### config.mk
export PLATFORM = sky130hd
export DESIGN_NAME = mem_wb_pipe_stage
export DESIGN_NICKNAME = d
export VERILOG_FILES = /design/src/rtl/mem_wb_pipe_stage.sv
export SDC_FILE = /design/constraint.sdc
export NUM_CORES = 1
export LEC_CHECK = 0
export CAP_MARGIN = 0
export CORE_MARGIN = 10
export CORE_UTILIZATION = 47
export DETAILED_ROUTE_END_ITERATION = 10
export PLACE_DENSITY = 0.8
export SYNTH_ARGS = -nofsm -noshare
export SYNTH_HDL_FRONTEND = slang
export SYNTH_SLANG_ARGS = --single-unit
### constraint.sdc
create_clock -name clock -period 2.5 [get_ports clock]
set_clock_uncertainty 0.1 [all_clocks]
set_input_delay 0.25 -clock clock [delete_from_list [all_inputs] [get_ports clock]]
set_output_delay 0.25 -clock clock [all_outputs]
set_load 0.1 [all_outputs]
### src/rtl/mem_wb_pipe_stage.sv
// rtl/mem_wb_pipe_stage.sv - MEM/WB pipeline register with two-entry skid buffer, flush, forwarding tap and stall counter
module mem_wb_pipe_stage #(
    parameter int DATA_W = 32,
    parameter int RD_W   = 5,
    parameter int CNT_W  = 16
) (
    input  logic              clock,
    input  logic              reset_n,
    input  logic              in_valid,
    output logic              in_ready,
    input  logic [DATA_W-1:0] in_data,
    input  logic [RD_W-1:0]   in_rd,
    input  logic              in_wen,
    input  logic              flush,
    output logic              out_valid,
    input  logic              out_ready,
    output logic [DATA_W-1:0] out_data,
    output logic [RD_W-1:0]   out_rd,
    output logic              out_wen,
    output logic              fwd_valid,
    output logic [RD_W-1:0]   fwd_rd,
    output logic [DATA_W-1:0] fwd_data,
    output logic [CNT_W-1:0]  stall_cnt
);

    typedef enum logic [1:0] {
        ST_EMPTY = 2'd0,
        ST_ONE   = 2'd1,
        ST_TWO   = 2'd2
    } state_t;

    state_t            state;
    logic [DATA_W-1:0] h_data, s_data;
    logic [RD_W-1:0]   h_rd, s_rd;
    logic              h_wen, s_wen;
    logic              accept, drain;

    // Handshake flags come from registered state only, so no in->out combinational path.
    assign in_ready  = (state != ST_TWO);
    assign out_valid = (state != ST_EMPTY);
    assign accept    = in_valid & in_ready;
    assign drain     = out_valid & out_ready;

    assign out_data  = h_data;
    assign out_rd    = h_rd;
    assign out_wen   = out_valid & h_wen;
    assign fwd_valid = out_wen & (h_rd != '0);
    assign fwd_rd    = h_rd;
    assign fwd_data  = h_data;

    always_ff @(posedge clock or negedge reset_n) begin
        if (!reset_n) begin
            state     <= ST_EMPTY;
            h_data    <= '0;
            h_rd      <= '0;
            h_wen     <= 1'b0;
            s_data    <= '0;
            s_rd      <= '0;
            s_wen     <= 1'b0;
            stall_cnt <= '0;
        end else begin
            if (out_valid && !out_ready && !flush && (stall_cnt != {CNT_W{1'b1}})) begin
                stall_cnt <= stall_cnt + 1'b1;
            end

            // Flush wins: stale data may remain in H/S, but out_wen is masked by out_valid.
            if (flush) begin
                state <= ST_EMPTY;
            end else begin
                unique case (state)
                    ST_EMPTY: begin
                        if (accept) begin
                            state  <= ST_ONE;
                            h_data <= in_data;
                            h_rd   <= in_rd;
                            h_wen  <= in_wen;
                        end
                    end
                    ST_ONE: begin
                        if (accept && drain) begin
                            h_data <= in_data;
                            h_rd   <= in_rd;
                            h_wen  <= in_wen;
                        end else if (accept) begin
                            state  <= ST_TWO;
                            s_data <= in_data;
                            s_rd   <= in_rd;
                            s_wen  <= in_wen;
                        end else if (drain) begin
                            state <= ST_EMPTY;
                        end
                    end
                    ST_TWO: begin
                        if (drain) begin
                            state  <= ST_ONE;
                            h_data <= s_data;
                            h_rd   <= s_rd;
                            h_wen  <= s_wen;
                        end
                    end
                    default: state <= ST_EMPTY;
                endcase
            end
        end
    end

endmodule

==> results_dict.tcl <==
set metrics [dict create \
    status "finished clean" \
    synth-seq-cells 94 \
    grtUsageTotal_pct 15.27 \
    n_antenna_cell 0 \
    gp_congestion 0.8850 \
    r2r_cells 4 \
    synth_xor_area_share_pct 1.539 \
    startpoint_type "flop" \
    avgSynthCellArea_um2 10.84 \
    yosys.area_share.simple_pct 16.52 \
    synth_cells 420 \
    io_pins 137 \
    antenna_left 0 \
    mappedNetlistArea_um2 4552 \
    core_area_um2 9328 \
    worst_slew_pin_slew_ns 0.6473 \
    synth_fa_ha_area_share_pct 0.2749 \
    grt_max_degree 51 \
    cts.path.max_buffers 2 \
    power-per-cell-area_nw_per_um2 1091 \
    start_util_pct 48.80 \
    clk_latency_ns 0.35 \
    r2r-end "stall_cnt[15]" \
    fp.dieArea_um2 14020 \
    r2r_setup_slack_ns 0.60 \
    synth_top_family_by_area "multiplexers" \
    first_pass_iters 4 \
    path_class "flop to output pin" \
    finalCriticalPeriod_ns 2.293 \
    portBuffers 136 \
    min-delay-path-class "input pin to asynchronous set/reset pin" \
    async_reset_ff_share_pct 100.0 \
    final_cell_mix "nand2_1, buf_4, dfrtp_1, mux2_2, clkdlybuf4s50_1" \
    clock.fmax_mhz 436.2 \
    cts.sinks 94 \
    drv_cap 0 \
    htreeDepth 3 \
    cts_resized 0 \
    syn_nets 464 \
    rsz0062_at_grt "no" \
    wl_per_cell_um 16.71 \
    vias 3320 \
    final-setup-viol-count 0 \
    fp.dieH_um 118.4 \
    post_cts_buffers 0 \
    ctsHoldBuffers 1 \
    grt_pass1_wl_mm 17.89 \
    ir_drop_v 0.0006740 \
    fin_tns_setup_ns 0 \
    synth_edf_count 0 \
    nets 563 \
    utilization_pct 62.05 \
    synth-warning-count 0 \
    period_share_pct 91.71 \
    leakage_nw 2.748 \
    drt-total-wl_mm 10.91 \
    drt_iter0_markers 177 \
    cts_tree "built" \
    regToRegStartpoint "stall_cnt[3]" \
    via_per_inst 5.084 \
    yosysSeqAreaShare_pct 51.68 \
    grt-ovfl-total 0 \
    finalHoldViolations 0 \
    end_kind "output pin" \
    fp.dieW_um 118.4 \
    synth.area.mux_share_pct 19.52 \
    syn2layout_area_growth_pct 27.16 \
    maxSlewViolCount 0 \
    rows 35 \
    crit_required_ns 2.15 \
    drcViolationCount 0 \
    synth_compound_area_share_pct 2.391 \
    cp_data_arrival_time_ns 1.94 \
    cts-buffers-inserted 9 \
    hpwlAfterDp_mm 7.886 \
    cts_root_buf "clkbuf_8" \
    drive_gt1_share_pct 35.50 \
    grt_pass1_vias 3595 \
    synth_cell_types 43 \
    cp_max_fo 6 \
    final_common_cell "nand2_1" \
    antenna_found_initial 0 \
    cts.clk_slew.worst_paths_ns 0.09 \
    ys.flop_type "dfrtp_1" \
    slew_headroom_pct 56.85 \
]
==> cell families after synthesis <==
family                   count (synthesis)
XOR/XNOR                                 8
AO/OA/AOI/OAI                           17
multiplexers                            79
adder cells (fa/ha/maj)                  1
buffers and inverters                   57
AND/OR/NAND/NOR                        164
flip-flops                              94
==> report_power, final <==
group / internal [mW] / switching [mW]
logic: 0.723 / 2.56
registers: 1.86 / 0.249
clock network: 0.394 / 0.525
total: 2.98 / 3.34
==> per-layer routing <==
layer	up-vias	routed length (um)	track usage [%]
met5	-	0	0
met4	0	152	5.038
met3	12	638	4.284
met2	105	5617	27.26
met1	1629	4502	17.15
li1	1574	-	-
==> per-stage QoR <==
step           hold slack (ns)  setup WS (ns)  power, mW  std cells  instance area, um2
3_5_place_dp            0.2117         0.1761      5.451        636                5600
4_1_cts                 0.3624         0.2014      6.372        653                5788
6_report                0.3520         0.2074      6.314        653                5788
5_1_grt                 0.4133         0.1501      6.548        653                5788
3_3_place_gp            0.2128         0.2797      5.386        636                5600
2_1_floorplan          -0.1456        0.01538      4.847        420                4562
==> cell usage after synthesis, drive strengths merged, types with 2 or more instances <==
cell type  number  area, um2
and3            2      12.51
o21a            2      15.01
mux2           78      878.4
buf            46      326.6
a31oi           5      31.28
clkbuf          9      33.78
nand3           4      20.02
nor2b           2      12.51
nor2            9      33.78
nor4            4      58.81
dfrtp          94       2352
xnor2           3      26.28
inv             2      7.510
nand4           4      25.02
o21ai           3      15.01
xor2            5      43.79
nor3            4      25.02
nor3b           2      15.01
a21oi           4      20.02
nand2         122      457.9
or4             2      18.77
==> layout make-up <==
class                      count  area [um2]
tap                          129       161.4
clock buffer                  12       145.1
inverter                       2       11.26
multi-input combinational    269        1857
sequential                    94        2352
clock inverter                 4       32.53
fill                         767        3540
timing repair buffer         143        1229
==> registers in the layout, indices dropped and copies added, names as in the netlist <==
name	cells
state	2
fwd_data	32
s_data	32
fwd_rd	5
stall_cnt	16
s_wen	1
h_wen	1
s_rd	5
==> worst max-delay path by stage <==
| stage | to | slack, ns | startpoint | cells past startpoint |
|---|---|---|---|---|
| 6_report | fwd_valid | 0.21 | state[0] | 5 |
| 5_1_grt | fwd_valid | 0.15 | state[0] | 5 |
| 4_1_cts | fwd_valid | 0.20 | state[0] | 5 |
| 3_5_place_dp | stall_cnt[15] | 0.18 | out_ready | 5 |
| 3_3_place_gp | stall_cnt[9] | 0.28 | out_ready | 5 |
| 2_1_floorplan | stall_cnt[9] | 0.02 | stall_cnt[6] | 4 |
==> worst max-delay path, cell delays in order, from the launching register on <==
cell and delay [ns]:
dfrtp_1 0.47, nor2_2 0.40, clkinvlp_4 0.20, and2_4 0.19
o21a_2 0.11, buf_4 0.23
Note: power is estimated with default switching activity, not from simulation.
